**config.mk**
```make
export PLATFORM = sky130hd
export DESIGN_NAME = arbitro_memoria_dados
export DESIGN_NICKNAME = d
export VERILOG_FILES = /design/src/rtl/arbitro_memoria_dados.sv
export SDC_FILE = /design/constraint.sdc
export NUM_CORES = 1
export LEC_CHECK = 0
export ABC_AREA = 1
export CORE_MARGIN = 5
export CORE_UTILIZATION = 38
export CTS_CLUSTER_DIAMETER = 40
export DETAILED_ROUTE_END_ITERATION = 7
export HOLD_SLACK_MARGIN = 0.1
export PLACE_DENSITY = 0.77
export SETUP_SLACK_MARGIN = 0.1
export SYNTH_ARGS = -nofsm -noshare
export SYNTH_HDL_FRONTEND = slang
export SYNTH_SLANG_ARGS = --single-unit
export TNS_END_PERCENT = 20
```
**constraint.sdc**
```tcl
create_clock -name clk_i -period 1.48 [get_ports clk_i]
set_clock_uncertainty 0.15 [all_clocks]
set_input_delay 0.296 -clock clk_i [delete_from_list [all_inputs] [get_ports clk_i]]
set_output_delay 0.296 -clock clk_i [all_outputs]
set_load 0.005 [all_outputs]
```
**src/rtl/arbitro_memoria_dados.sv**
```systemverilog
// Arbiter sharing one single-port synchronous data memory between the CPU and a debug/loader port.
// Tie-break is round-robin by default; define ARB_PRIO_FIXA_EN to always grant ties to the debug port.
module arbitro_memoria_dados #(
  parameter int AW       = 8,
  parameter int DW       = 16,
  parameter int READ_LAT = 1
) (
  input  logic          clk_i,
  input  logic          rst_ni,
  // CPU port
  input  logic          c_req_i,
  input  logic          c_we_i,
  input  logic [AW-1:0] c_addr_i,
  input  logic [DW-1:0] c_wdata_i,
  output logic          c_ack_o,
  output logic [DW-1:0] c_rdata_o,
  // debug / loader port
  input  logic          d_req_i,
  input  logic          d_we_i,
  input  logic [AW-1:0] d_addr_i,
  input  logic [DW-1:0] d_wdata_i,
  output logic          d_ack_o,
  output logic [DW-1:0] d_rdata_o,
  // memory side
  output logic          m_cen_o,
  output logic          m_wen_o,
  output logic [AW-1:0] m_addr_o,
  output logic [DW-1:0] m_wdata_o,
  input  logic [DW-1:0] m_rdata_i,
  // status
  output logic          ocupado_o,
  output logic          ultimo_o
);

  typedef enum logic [1:0] {
    OCIOSO   = 2'd0,
    EMITE    = 2'd1,
    ESPERA   = 2'd2,
    RESPOSTA = 2'd3
  } estado_e;

  localparam logic [1:0] LAT_INIT = 2'(READ_LAT);

  estado_e       estado_q;
  logic [1:0]    cnt_q;
  logic          m_cen_q;
  logic          m_wen_q;
  logic [AW-1:0] m_addr_q;
  logic [DW-1:0] m_wdata_q;
  logic          c_ack_q;
  logic          d_ack_q;
  logic [DW-1:0] c_rdata_q;
  logic [DW-1:0] d_rdata_q;
  logic          ocupado_q;
  logic          ultimo_q;

  logic          grant_dbg_d;
  logic          wen_d;
  logic [AW-1:0] addr_d;
  logic [DW-1:0] wdata_d;

  // Winner selection and payload mux for the grant taken in OCIOSO.
  // NOTE: every signal written in always_comb gets a value on every path, otherwise a latch is inferred.
  always_comb begin
    grant_dbg_d = 1'b0;
`ifdef ARB_PRIO_FIXA_EN
    grant_dbg_d = d_req_i;
`else
    // With both requesting, the port that did not win last time gets the grant.
    grant_dbg_d = d_req_i & (~c_req_i | ~ultimo_q);
`endif
    wen_d   = grant_dbg_d ? d_we_i    : c_we_i;
    addr_d  = grant_dbg_d ? d_addr_i  : c_addr_i;
    wdata_d = grant_dbg_d ? d_wdata_i : c_wdata_i;
  end

  // NOTE: sequential state uses non-blocking assignments so every register sees pre-edge values.
  always_ff @(posedge clk_i or negedge rst_ni) begin
    if (!rst_ni) begin
      estado_q  <= OCIOSO;
      cnt_q     <= 2'd0;
      m_cen_q   <= 1'b0;
      m_wen_q   <= 1'b0;
      m_addr_q  <= '0;
      m_wdata_q <= '0;
      c_ack_q   <= 1'b0;
      d_ack_q   <= 1'b0;
      c_rdata_q <= '0;
      d_rdata_q <= '0;
      ocupado_q <= 1'b0;
      ultimo_q  <= 1'b1;
    end else begin
      m_cen_q <= 1'b0;
      c_ack_q <= 1'b0;
      d_ack_q <= 1'b0;
      unique case (estado_q)
        OCIOSO: begin
          if (c_req_i || d_req_i) begin
            estado_q  <= EMITE;
            ocupado_q <= 1'b1;
            ultimo_q  <= grant_dbg_d;
            m_cen_q   <= 1'b1;
            m_wen_q   <= wen_d;
            m_addr_q  <= addr_d;
            m_wdata_q <= wdata_d;
          end
        end
        EMITE: begin
          if (m_wen_q) begin
            estado_q <= RESPOSTA;
            c_ack_q  <= ~ultimo_q;
            d_ack_q  <= ultimo_q;
          end else begin
            estado_q <= ESPERA;
            cnt_q    <= LAT_INIT;
          end
        end
        ESPERA: begin
          cnt_q <= cnt_q - 2'd1;
          // The edge that takes the counter to zero is the one where read data is valid.
          if (cnt_q == 2'd1) begin
            estado_q <= RESPOSTA;
            if (ultimo_q) begin
              d_rdata_q <= m_rdata_i;
              d_ack_q   <= 1'b1;
            end else begin
              c_rdata_q <= m_rdata_i;
              c_ack_q   <= 1'b1;
            end
          end
        end
        RESPOSTA: begin
          estado_q  <= OCIOSO;
          ocupado_q <= 1'b0;
        end
        default: begin
          estado_q  <= OCIOSO;
          ocupado_q <= 1'b0;
        end
      endcase
    end
  end

  assign c_ack_o   = c_ack_q;
  assign d_ack_o   = d_ack_q;
  assign c_rdata_o = c_rdata_q;
  assign d_rdata_o = d_rdata_q;
  assign m_cen_o   = m_cen_q;
  assign m_wen_o   = m_wen_q;
  assign m_addr_o  = m_addr_q;
  assign m_wdata_o = m_wdata_q;
  assign ocupado_o = ocupado_q;
  assign ultimo_o  = ultimo_q;

endmodule

```
# == After elaboration in Yosys (flattened, before gate mapping) ==
# Cells that the tools add are included.
# totals
output_inout_bits,62
register_bits,66
in_bits,70
wordCells,55
# classes
n_mux,21
n_reduce_logical,10
eq_ne,7
n_bitwise,4
n_addsub,1
# ops
cell,count
$mux W16,1
$mux W1,11
$mux W8,1
$pmux W2 S4,1
$reduce_and A2 Y1,4
$mux W2,3
$ne A2 B2 Y1 const B,3
$pmux W1 S2,3
$reduce_and A3 Y1,2
$eq A2 B1 Y1 const B,2
$eq A2 B2 Y1 const B,2
$pmux W2 S2,1
$reduce_bool A2 Y1,2
$logic_not A2 Y1,1
$not A1 Y1,2
$sub A2 B1 Y2 const B,1
$and A1 B1 Y1,1
$logic_or A1 B1 Y1,1
$or A1 B1 Y1,1

# == Depth between registers and ports, before layout ==
# logic_depth
word_depth,4
ltp_mapped,8
mapped_depth_nobuf,8

# == Least setup slack after synthesis ==
# OpenSTA, ideal clock, no wires.
# synth_path
path_type,flip-flop to flip-flop
from,reg estado_q[0]
to,reg m_wen_q (netlist: m_wen_o)
t_arrival_ps,1295
required_ps,1265
setup_slack_ps,-30
synth_period_minus_slack_ps,1510
path_stages_with_launch,8
setup_time_ps,65
path_buffers,1
path_cell_list,dfrtp_1 inv_1 ha_1 inv_1 nor2_4 buf_4 nand3_1 nand2_1
# synth_between
elab_chain_cells,2
# synth_rtl
item,line,text
start: declaration,44,estado_e estado_q;
start signal: assignment,80,estado_q <= OCIOSO;
start signal: assignment,99,estado_q <= EMITE;
start signal: assignment,110,estado_q <= RESPOSTA;
$logic_not A2 Y1,96,unique case (estado_q)
$reduce_and A2 Y1 (no line),--,
end signal: assignment,103,m_wen_q <= wen_d;
end: declaration,47,logic m_wen_q;
# No other way between the ends.
# A chain may end at the register's enable or synchronous reset.

# == Worst setup path in the final report ==
# layout_path
from,reg ultimo_q (netlist: ultimo_o)
to,out ultimo_o
# layout_rtl
item,line,text
start: declaration,55,logic ultimo_q;
start signal: assignment,101,ultimo_q <= grant_dbg_d;
end: declaration,32,output logic ultimo_o
# No word-level cell between the ends.

==> qor.log <==
[timing] final hold slack 0.3238 ns
[global_route] global-route wire length before repair 14390 um
[clock_network] TritonCTS Buffers 9
[clock_network] clock tree from TritonCTS done
[yosys] post-synth cell types 16
[timing] worst slew slack as a fraction of its limit 76.18%
[clock_network] maximum clock insertion buffer count 2
[power_and_ir_drop] total internal power 0.005471 W
[yosys] area fraction of the dominant cell type after synthesis 52.33%
[yosys] gate count after technology mapping 392
[die] effective utilization at floorplan 38.40%
[clock_network] Clock transition at path regs 0.08 ns
[finish] leading cell types in the layout, fill and taps excluded sky130_fd_sc_hd__nand2_1, sky130_fd_sc_hd__inv_1, sky130_fd_sc_hd__clkdlybuf4s50_1
[yosys] Avg Cell Area, Syn 7.929 sq um
[power_and_ir_drop] Lkg Pwr 2.678 nW
[finish] share of layout cells above drive strength 1 23.94%
[timing] transition at the pin with the smallest max-transition slack 0.3573 ns
[timing] Setup-failing EPs final 0
[setup_path] delay-heaviest family, CP flip-flops
[timing] setup repair after global routing missed its margin true
[setup_path] cells along the critical path buf_2
[job] count of max-cap constraint violations 0
[setup_path] combined buffer and inverter count along the critical path 1
[placed_design] number of placed instances with taps included 634
[timing] Hold Vio Cnt, Final 0
[yosys] sequential element share of the synthesized area 53.18%
[power_and_ir_drop] pwr dens 1805 mW/mm^2
[route] detailed-route wire length 8812 um
[yosys] total of flip-flops plus latches after synthesis 66
[setup_path] Critical Setup Path Class flip-flop to output port
[finish] final net count 636
[route] Vias/cell 4.667
[finish] most common library cell in the layout ignoring fill and taps sky130_fd_sc_hd__nand2_1
[placed_design] input/output buffers 131
[power_and_ir_drop] logic gate share of total power 48.3%
[min_path] worst hold path type flip-flop to flip-flop
[setup_path] Worst EP required 1.03 ns
[clock_network] cell at the root of the clock tree sky130_fd_sc_hd__clkbuf_8
[route] count of nets left with antenna violations after detail routing 0
[yosys] post-synthesis net count 469
[setup_path] crit path max fanout 3
[die] vertical die dimension 100.4 um
[setup_path] capturing element type of the critical path output port
[yosys] cell taking the most area after synthesis sky130_fd_sc_hd__dfrtp_1
[global_route] overall routing resource usage 17.55%
[finish] number of fillers in the final layout 736
[setup_path] maximum cell stage delay along the critical path 0.56 ns
[route] Pre-Repair DR Iteration Count 4
[placed_design] gp weighted congestion 0.8173
[yosys] total number of yosys warnings 0
[setup_path] data arrival at the endpoint of the critical path 1.01 ns
[clock_network] clock latency reported for the late side of the worst-skew pair 0.33 ns
[timing] fraction of the cycle the final worst path needs 98.07%
[yosys] biggest area contributors in the synthesized netlist sky130_fd_sc_hd__dfrtp_1, sky130_fd_sc_hd__nand2_1, sky130_fd_sc_hd__inv_1
[power_and_ir_drop] net switching power of the design 0.003304 W
[finish] post-layout util 60.06%
[die] horizontal die dimension 100.4 um
[yosys] post-synthesis instance area 0.003108 sq mm
[power_and_ir_drop] fraction of power consumed by the clock network 14.8%
[finish] area growth from synthesis to final layout 56.40%
[global_route] largest net degree at the start of global routing 67
[clock_network] CTS Sinks 66
[timing] time the final worst path needs with I/O delays and setup 1.451 ns
[finish] Finished Layout Cells 669
[setup_path] highest-delay cell along the critical path sky130_fd_sc_hd__dfstp_2
[timing] maximum clock frequency 688.9 MHz
[placed_design] post-detail-place hpwl 6273 um
[global_route] number of global-route vias before repair 3179
[route] average wire per cell in the routed design 13.17 um
[die] Die Area 0.01009 sq mm
[finish] antenna diode count 0
[timing] final count of pins violating max slew 0
[power_and_ir_drop] largest voltage drop on the vdd net 0.0006385 V
[status] run status complete, no violations
[timing] Final Worst Setup Slack 0.02850 ns
[power_and_ir_drop] switching power share of the total 37.65%
[route] DR iter-0 viols 103
[global_route] leftover overflow at the end of global routing 0
[placed_design] pre-CTS WS -0.4259 ns
[route] routed vias 3122
[die] placeable core area 0.008093 sq mm
[die] total I/O pin count 132
[setup_path] Critical Path Source Type flip-flop
[global_route] number of antenna violations at the first check in global routing 0
[die] standard-cell rows 33
[route] Post-route DRC 0
[power_and_ir_drop] sequential group share of total power 36.9%
[clock_network] number of levels in the clock H-tree 3
-- sequential cells by signal, summed over array words and instances (netlist names) --
signal	count
c_rdata_o	16
d_rdata_o	16
m_wdata_o	16
m_addr_o	8
cnt_q	2
estado_q	2
c_ack_o	1
d_ack_o	1
m_cen_o	1
m_wen_o	1
ocupado_o	1
ultimo_o	1
-- power by group through the flow --
stage / clock network [W] / registers, W / logic [W]
floorplan: 0 / 0.00332 / 0.00178
global placement: 0 / 0.00326 / 0.00442
detailed placement: 0 / 0.00327 / 0.00456
CTS: 0.00133 / 0.00321 / 0.00427
global route: 0.00141 / 0.00336 / 0.00479
finish: 0.00130 / 0.00324 / 0.00424
-- kinds of logic (layout without fill, tap and decap cells) --
family | after synthesis | in the layout | synth area share (%)
flops | 66 | 66 | 53.18
compound gates | 38 | 38 | 6.240
simple gates | 189 | 190 | 25.56
buf+inv | 92 | 263 | 12.20
fa+ha+maj | 7 | 7 | 2.818
-- synthesized netlist by cell type --
master and count:
sky130_fd_sc_hd__o21ai_2 1, sky130_fd_sc_hd__o21ai_0 36, sky130_fd_sc_hd__nor2_1 3, sky130_fd_sc_hd__a21oi_1 1, sky130_fd_sc_hd__buf_4 7, sky130_fd_sc_hd__nand3_1 56, sky130_fd_sc_hd__clkbuf_1 4, sky130_fd_sc_hd__buf_2 6
sky130_fd_sc_hd__inv_1 75, sky130_fd_sc_hd__nand2_1 126, sky130_fd_sc_hd__dfstp_2 1, sky130_fd_sc_hd__nand2_2 2, sky130_fd_sc_hd__ha_1 7, sky130_fd_sc_hd__nor2_4 1, sky130_fd_sc_hd__nor2_2 1, sky130_fd_sc_hd__dfrtp_1 65
-- metal layers --
layer,global-route usage [%],up-vias,wire (um)
li1,-,1525,-
met1,22.22,1455,3795
met2,28.44,130,4098
met3,5.073,12,820
met4,6.632,0,97
met5,0,-,0
-- metrics by stage --
step / power [W] / cell area (sq um) / TNS (ns)
after global routing: 0.009563 / 4861 / -0.4002
after CTS: 0.008821 / 4878 / 0
after detailed placement: 0.007832 / 4733 / -11.08
after global placement: 0.007675 / 4733 / -9.651
after floorplan: 0.005107 / 3151 / 0
final: 0.008775 / 4861 / 0
-- layout make-up --
type                       count  area [sq um]  area share (%)
timing repair buffer         172          1463           30.09
clock inverter                 7         46.29          0.9524
clock buffer                   9         123.9           2.548
inverter                      75         285.3           5.869
multi-input combinational    235          1159           23.84
sequential                    66          1653           34.00
tap                          105         131.4           2.703
-- repair_timing --
item | in CTS | in global routing
hold buffers | 1 | 0
setup endpoints to repair | 125 | 101
setup buffers | 15 | 0
resized for setup | 138 | 89
cloned | 1 | 2
pin swaps | 2 | 8
hold endpoints to repair | 65 | 0
-- final timing paths --
path / from / endpoint / slack, ns / cells after the start
max: ultimo_o$_DFFE_PN1P_ / ultimo_o / 0.03 / 1
min: m_addr_o[5]$_DFFE_PN0P_ / m_addr_o[5]$_DFFE_PN0P_ / 0.32 / 2
max reg2reg: ultimo_o$_DFFE_PN1P_ / m_wdata_o[13]$_DFFE_PN0P_ / 0.03 / 7
min reg2reg: m_addr_o[5]$_DFFE_PN0P_ / m_addr_o[5]$_DFFE_PN0P_ / 0.32 / 2
max in group asynchronous: rst_ni / c_rdata_o[1]$_DFFE_PN0P_ / 0.52 / 3
min in group asynchronous: rst_ni / m_wdata_o[3]$_DFFE_PN0P_ / 0.36 / 3
(Power assumes the default switching activity.)
